<file path="src/rtl/freq_gen.sv">
// Programmable square-wave / burst generator: period and high time in clk_in cycles,
// continuous or for a fixed number of periods, with glitch-free retune at period boundaries.
module freq_gen #(
    parameter int WIDTH = 16
) (
    input  logic             clk_in,
    input  logic             rst_n,
    input  logic             start,
    input  logic             stop,
    input  logic [WIDTH-1:0] period,
    input  logic [WIDTH-1:0] high,
    input  logic [WIDTH-1:0] burst,
    output logic             signal_out,
    output logic             busy,
    output logic             done,
    output logic [WIDTH-1:0] pulse_cnt
);

    localparam logic [0:0] ST_IDLE = 1'b0;
    localparam logic [0:0] ST_RUN  = 1'b1;

    localparam logic [WIDTH-1:0] ZERO  = {WIDTH{1'b0}};
    localparam logic [WIDTH-1:0] ONE   = WIDTH'(1);
    localparam logic [WIDTH-1:0] P_MIN = WIDTH'(2);
    localparam logic [WIDTH-1:0] SAT   = {WIDTH{1'b1}};

    // Period is never below 2 so both output levels always exist.
    function automatic logic [WIDTH-1:0] eff_period(input logic [WIDTH-1:0] p);
        logic [WIDTH-1:0] r;
        if (p < P_MIN) begin
            r = P_MIN;
        end else begin
            r = p;
        end
        return r;
    endfunction

    function automatic logic [WIDTH-1:0] eff_high(input logic [WIDTH-1:0] h,
                                                  input logic [WIDTH-1:0] p_eff);
        logic [WIDTH-1:0] r;
        if (h == ZERO) begin
            r = ONE;
        end else begin
            r = h;
        end
        if (r > (p_eff - ONE)) begin
            r = p_eff - ONE;
        end else begin
            r = r;
        end
        return r;
    endfunction

    logic [0:0]       state_r;
    logic [0:0]       state_s;
    logic [WIDTH-1:0] phase_r;
    logic [WIDTH-1:0] phase_s;
    logic [WIDTH-1:0] p_eff_r;
    logic [WIDTH-1:0] p_eff_s;
    logic [WIDTH-1:0] h_eff_r;
    logic [WIDTH-1:0] h_eff_s;
    logic [WIDTH-1:0] n_r;
    logic [WIDTH-1:0] n_s;
    logic [WIDTH-1:0] cnt_r;
    logic [WIDTH-1:0] cnt_s;
    logic             sig_r;
    logic             sig_s;
    logic             busy_r;
    logic             busy_s;
    logic             done_r;
    logic             done_s;

    logic             at_boundary_s;
    logic             last_s;
    logic [WIDTH-1:0] cnt_inc_s;
    logic [WIDTH-1:0] phase_inc_s;
    logic [WIDTH-1:0] p_new_s;

    // Boundary detection, saturating period count and burst-completion test.
    always_comb begin
        at_boundary_s = (phase_r == (p_eff_r - ONE));
        phase_inc_s   = phase_r + ONE;
        p_new_s       = eff_period(period);
        if (cnt_r == SAT) begin
            cnt_inc_s = SAT;
        end else begin
            cnt_inc_s = cnt_r + ONE;
        end
        // Compare one bit wider so a wrapped count can never match N.
        last_s = (({1'b0, cnt_r} + {1'b0, ONE}) == {1'b0, n_r});
    end

    // Next-state and next-output logic for the IDLE/RUN controller.
    always_comb begin
        state_s = state_r;
        phase_s = phase_r;
        p_eff_s = p_eff_r;
        h_eff_s = h_eff_r;
        n_s     = n_r;
        cnt_s   = cnt_r;
        sig_s   = sig_r;
        busy_s  = busy_r;
        done_s  = 1'b0;
        case (state_r)
            ST_IDLE: begin
                if (start && !stop) begin
                    state_s = ST_RUN;
                    p_eff_s = p_new_s;
                    h_eff_s = eff_high(high, p_new_s);
                    n_s     = burst;
                    phase_s = ZERO;
                    cnt_s   = ZERO;
                    sig_s   = 1'b1;
                    busy_s  = 1'b1;
                end else begin
                    sig_s  = 1'b0;
                    busy_s = 1'b0;
                end
            end
            ST_RUN: begin
                if (stop) begin
                    state_s = ST_IDLE;
                    phase_s = ZERO;
                    sig_s   = 1'b0;
                    busy_s  = 1'b0;
                end else if (at_boundary_s) begin
                    phase_s = ZERO;
                    cnt_s   = cnt_inc_s;
                    if ((n_r != ZERO) && last_s) begin
                        state_s = ST_IDLE;
                        sig_s   = 1'b0;
                        busy_s  = 1'b0;
                        done_s  = 1'b1;
                    end else begin
                        p_eff_s = p_new_s;
                        h_eff_s = eff_high(high, p_new_s);
                        sig_s   = 1'b1;
                    end
                end else begin
                    phase_s = phase_inc_s;
                    sig_s   = (phase_inc_s < h_eff_r);
                end
            end
            default: begin
                state_s = ST_IDLE;
                phase_s = ZERO;
                sig_s   = 1'b0;
                busy_s  = 1'b0;
            end
        endcase
    end

    // State and output registers with asynchronous reset.
    always_ff @(posedge clk_in or negedge rst_n) begin
        if (!rst_n) begin
            state_r <= ST_IDLE;
            phase_r <= ZERO;
            p_eff_r <= P_MIN;
            h_eff_r <= ONE;
            n_r     <= ZERO;
            cnt_r   <= ZERO;
            sig_r   <= 1'b0;
            busy_r  <= 1'b0;
            done_r  <= 1'b0;
        end else begin
            state_r <= state_s;
            phase_r <= phase_s;
            p_eff_r <= p_eff_s;
            h_eff_r <= h_eff_s;
            n_r     <= n_s;
            cnt_r   <= cnt_s;
            sig_r   <= sig_s;
            busy_r  <= busy_s;
            done_r  <= done_s;
        end
    end

    assign signal_out = sig_r;
    assign busy       = busy_r;
    assign done       = done_r;
    assign pulse_cnt  = cnt_r;

endmodule

</file>
<file path="config.mk">
export PLATFORM = sky130hd
export DESIGN_NAME = freq_gen
export DESIGN_NICKNAME = d
export VERILOG_FILES = /design/src/rtl/freq_gen.sv
export SDC_FILE = /design/constraint.sdc
export NUM_CORES = 1
export LEC_CHECK = 0
export BUFFER_PORTS_ARGS = -buffer_cell sky130_fd_sc_hd__buf_2
export CAP_MARGIN = 25
export CORE_UTILIZATION = 44
export DETAILED_ROUTE_END_ITERATION = 8
export MAX_ROUTING_LAYER = met4
export PLACE_DENSITY = 0.65
export SLEW_MARGIN = 20
export SYNTH_ARGS = -nofsm -noshare
export SYNTH_HDL_FRONTEND = slang
export SYNTH_SLANG_ARGS = --single-unit
</file>
<file path="constraint.sdc">
create_clock -name clk_in -period 3.55 [get_ports clk_in]
set_input_delay 0.5325 -clock clk_in [delete_from_list [all_inputs] [get_ports clk_in]]
set_output_delay 0.5325 -clock clk_in [all_outputs]
set_load 0.03 [all_outputs]
</file>
# After elaboration in Yosys (flattened, before gate mapping)
# Index checks and enable logic that the tools add are counted.
[word_totals]
inputBits = 52
reg_bits = 84
elab_cells = 81
[op_classes]
n_mux = 44
eq_ne = 9
addsub = 5
n_reduce_logical = 9
order_cmp = 4
bitwise = 1
[op_table]
columns = ["cell", "count"]
rows = [
  ["$mux W16", 24],
  ["$pmux W16 S2", 4],
  ["$add A16 B1 Y16 const B", 2],
  ["$gt A16 B16 Y1", 2],
  ["$sub A16 B1 Y16 const B", 2],
  ["$add A16 B1 Y17 const B", 1],
  ["$eq A17 B16 Y1", 1],
  ["$eq A16 B16 Y1", 1],
  ["$eq A16 B16 Y1 const B", 1],
  ["$logic_not A16 Y1", 1],
  ["$lt A16 B16 Y1", 1],
  ["$lt A16 B2 Y1 const B", 1],
  ["$reduce_bool A16 Y1", 1],
  ["$mux W1", 13],
  ["$ne A2 B2 Y1 const B", 3],
  ["$ne A3 B2 Y1 const B", 2],
  ["$pmux W1 S2", 3],
  ["$reduce_and A2 Y1", 2],
  ["$reduce_and A4 Y1", 1],
  ["$reduce_and A3 Y1", 1],
  ["$logic_and A1 B1 Y1", 2],
  ["$ne A2 B1 Y1 const B", 1],
  ["$logic_not A1 Y1", 1],
  ["$not A1 Y1", 1],
]

# Depth between registers and ports, before layout
[logic_depth]
ltp_word = 13
ltp_mapped = 18

# Least setup slack after synthesis
# OpenSTA, ideal clock, no wires.
[synth_path]
path_kind = "input-to-reg"
startpoint = "input port period[4]"
endpoint = "register h_eff_r[10]"
required_time_ns = 3.425
n_path_buf = 1
t_arrival_ns = 4.529
path_slack_ns = -1.104
cell_stages = 17
setup_time_ns = 0.125
cell_sequence = "nor4_1 nand3_1 or3_1 o21a_1 inv_1 ha_1 nand2_1 nor3_1 xnor2_1 ha_1 nand4_1 or2_2 or3_1 o21ai_1 clkbuf_1 mux2i_1 mux2_4"
[synth_between]
elab_chain_len = 9
word_cells_on_any_way = 12
[synth_rtl]
columns = ["item", "line", "source"]
rows = [
  ["start, declared", "10", "input logic [WIDTH-1:0] period,"],
  ["$lt A16 B2 Y1", "30", "if (p < P_MIN) begin"],
  ["$mux W16 (*)", "30", ""],
  ["$sub A16 B1 Y16 (*)", "46, 47", ""],
  ["$gt A16 B16 Y1", "46", "if (r > (p_eff - ONE)) begin"],
  ["$mux W16", "46", ""],
  ["$mux W16", "129", "if ((n_r != ZERO) && last_s) begin"],
  ["$mux W16", "126", "end else if (at_boundary_s) begin"],
  ["$mux W16", "121", "if (stop) begin"],
  ["$pmux W16 S2 (*)", "104", "case (state_r)"],
  ["end signal, assigned", "169", "h_eff_r <= h_eff_s;"],
  ["end, declared", "60", "logic [WIDTH-1:0] h_eff_r;"],
]
# Mark *: on every way between the ends. The rest lies on a longest branch, timed or not. The select of a mux whose other input is x is not followed.
# A chain may end at the register's enable or synchronous reset.

# Worst setup path after layout
[layout_path]
startpoint = "input port period[5]"
endpoint = "register h_eff_r[13]"
# Same word-level chain as after synthesis.

==> summary.md <==
| Metric | Value |
|---|---|
| Tmin final | `3750 ps` |
| DR vias/cell | `5.61` |
| Max Slew Vio Count | `0` |
| Clock transition at path regs | `60 ps` |
| Vias in the first global route | `5,271` |
| Pwr dens | `427 nW/µm²` |
| Async SR Flop Fraction | `1.00` |
| Unrepaired setup endpoints after global routing | `true` |
| DRT Pass-1 Iters | `4` |
| CTS buffer count | `9` |
| Ys flop type | `dfrtp_1` |
| Gr usage total | `0.243` |
| Worst slew pin tran | `866 ps` |
| Sw frac | `0.319` |
| Worst setup EP type | `register` |
| EDFF count, synth | `0` |
| RePlAce Congestion | `0.920` |
| Final nets | `874` |
| Initial antenna violation count | `0` |
| Number of distinct library cells after synthesis | `65` |
| Sequential power share | `0.386` |
| Mapped Nets | `776` |
| Clk sinks | `84` |
| Final core utilization | `0.551` |
| NetSw | `0.00104 W` |
| Hold Vio Cnt, Final | `0` |
| Worst vdd ir | `0.259 mV` |
| Max transition margin | `0.421` |
| Grt ovf | `0` |
| DRT iter0 DRCs | `387` |
| Final HPWL DP | `12,500 µm` |
| Post-Synthesis Cells | `689` |
| CTS tree | `yes` |
| Post-synthesis register bit count | `84` |
| Port Buffers | `70` |
| Achievable frequency | `266 MHz` |
| Status | `finished with violations` |
| DIE HEIGHT | `121 µm` |
| Initial core utilization | `0.448` |
| Clock Path Buffers | `2` |
| CTS Hold Buffers Added | `0` |
| Clock power share | `0.321` |
| Antenna diodes | `0` |
| Post-Route Setup TNS | `-2760 ps` |
| Syn Area/Cell | `9.00 µm²` |
| Wirelength per Cell | `17.1 µm` |
| Fin worst setup slack | `-203 ps` |
| Max Cap Viol | `0` |
| CP startpoint kind | `input port` |
| Die X | `121 µm` |
| Failing checks | `setup timing` |
| Via Count | `5,444` |
| Yosys warnings | `0` |
| Comb pwr share | `0.293` |
| Final non-filler cell area | `7620 µm²` |
| Root buffer cell | `clkbuf_16` |
| CP max FO | `7` |
| Arrival time worst endpoint | `3990 ps` |
| Final wirelength | `16,600 µm` |
| Std cell rows | `43` |
| Area growth, synth to finish | `22.9%` |
| Core area | `13,800 µm²` |
| Post-route antenna net violation count | `0` |
| Worst skew pair latency | `360 ps` |
| H-Tree Depth | `3` |
| Die ar. | `14,600 µm²` |
| Leakage | `3.75 nW` |
| Largest net degree at the start of global routing | `35` |
| Final Cycle Share | `1.06` |
| Required @ worst endpoint | `3790 ps` |
| # IOs | `71` |
| Global-route wire length before repair | `26,800 µm` |
| Fin Hold WS | `78.0 ps` |
| Internal | `0.00222 W` |
| Setup Crit Path Kind | `input port to register` |
| Layout cells sized above 1 | `0.265` |
| Placed Area | `7120 µm²` |
| Post-Route Skew | `11.3 ps` |
| Mapped Area | `6200 µm²` |
| Final setup fails | `16` |
| Seq/Total Area, Yosys | `0.339` |
| HP Class | `input port to asynchronous set/reset pin` |
| Post-route DRC | `0` |
power by group through the flow:
stage	clock network (W)	logic, W	registers [W]
finish	0.00105	0.000954	0.00126
global route	0.00110	0.00104	0.00128
detailed placement	0	0.000909	0.00127
global placement	0	0.000870	0.00126
CTS	0.00106	0.000943	0.00125
floorplan	0	0.000610	0.00125
state kept, by name, summed over array words and instances, names as in the netlist:
register,cells
done,1
phase_r,16
state_r,1
h_eff_r,16
signal_out,1
pulse_cnt,16
p_eff_r,16
n_r,16
busy,1
final timing paths:
| kind | start | end | slack (ps) | cells after the start |
|---|---|---|---|---|
| worst max-delay path | period[5] | h_eff_r[13]$_DFFE_PN0P_ | -200 | 17 |
| worst min-delay path | rst_n | phase_r[10]$_DFFE_PN0P_ | 80 | 1 |
| worst max register to register | p_eff_r[1]$_DFFE_PN1P_ | p_eff_r[4]$_DFFE_PN0P_ | 160 | 11 |
| worst min register to register | h_eff_r[7]$_DFFE_PN0P_ | h_eff_r[7]$_DFFE_PN0P_ | 520 | 1 |
| max in group asynchronous | rst_n | p_eff_r[1]$_DFFE_PN1P_ | 2690 | 2 |
| min in group clk_in | burst[4] | n_r[4]$_DFFE_PN0P_ | 360 | 3 |
layout by cell type, fill, tap and decap left out, drive strengths merged, types with 7 or more instances in the layout:
cell type,count
a21o,16
a21oi,29
a22o,10
and3,7
buf,131
clkbuf,11
dfrtp,82
ha,35
inv,42
mux2,29
mux2i,19
nand2,82
nand3,20
nand4,16
nor2,25
nor3,14
nor3b,10
nor4,21
o21ai,36
or2,7
xnor2,35
xor2,33
kinds of logic after synthesis:
family                   count (synthesis)  synth area share
adder cells (fa/ha/maj)                 35            0.0706
buffers and inverters                   85            0.0555
multiplexers                            48            0.0991
AO/OA/AOI/OAI                          139             0.151
flip-flops                              84             0.339
AND/OR/NAND/NOR                        230             0.189
XOR/XNOR                                68            0.0960
per-stage QoR:
| stage | instances | power (W) | worst slack [ps] |
|---|---|---|---|
| after floorplan | 689 | 0.00186 | -242 |
| after global placement | 948 | 0.00213 | -434 |
| after detailed placement | 948 | 0.00218 | -518 |
| after CTS | 967 | 0.00326 | -120 |
| after global routing | 971 | 0.00342 | -369 |
| final | 971 | 0.00326 | -203 |
worst max-delay path, stage by stage:
cell,delay [ps]
buf_8,100
nor4_4,350
nand3_1,150
or3_1,360
o21a_1,210
inv_2,80
ha_4,190
nand3_2,100
xor2_2,170
ha_1,300
nand4_1,140
or2_4,280
or3_4,340
o21ai_4,110
clkbuf_16,210
mux2i_1,80
mux2_4,270
per-layer routing:
metal,track usage,share of wire
met1,0.323,0.47
met2,0.367,0.46
met3,0.0340,0.045
met4,0.113,0.029
met5,-,0
cell type report:
class                           count  area [µm²]
Sequential cell                    84        2110
Timing Repair Buffer              132         927
Tap cell                          180         225
Clock inverter                      5        82.6
Inverter                           40         150
Fill cell                        1211        6200
Clock buffer                       10         239
Multi-Input combinational cell    520        3890
repair_timing:
item | in CTS | in global routing
resized for setup | 15 | 10
endpoints found under the hold margin | 0 | 0
setup buffers | 3 | 4
gates cloned | 1 | 0
pin swaps | 0 | 3
setup endpoints to repair | 16 | 19
cell usage after synthesis, types with 5 or more instances:
cell | number | area share
dfrtp_1 | 82 | 0.33
nand2_1 | 82 | 0.050
inv_1 | 40 | 0.024
clkbuf_1 | 39 | 0.024
ha_1 | 35 | 0.071
xnor2_1 | 35 | 0.049
o21ai_0 | 34 | 0.027
xor2_1 | 33 | 0.047
a21oi_1 | 29 | 0.023
mux2_4 | 26 | 0.063
nor2_1 | 25 | 0.015
nor4_1 | 21 | 0.021
nand3_1 | 20 | 0.016
mux2i_1 | 19 | 0.031
a21o_1 | 16 | 0.019
nand4_1 | 16 | 0.016
nor3_1 | 14 | 0.011
a22o_1 | 10 | 0.014
nor3b_1 | 10 | 0.012
and3_1 | 7 | 0.0071
or2_2 | 7 | 0.0071
a31oi_1 | 5 | 0.0050
nand2b_1 | 5 | 0.0050
o21a_1 | 5 | 0.0061
(Power assumes the default switching activity.)
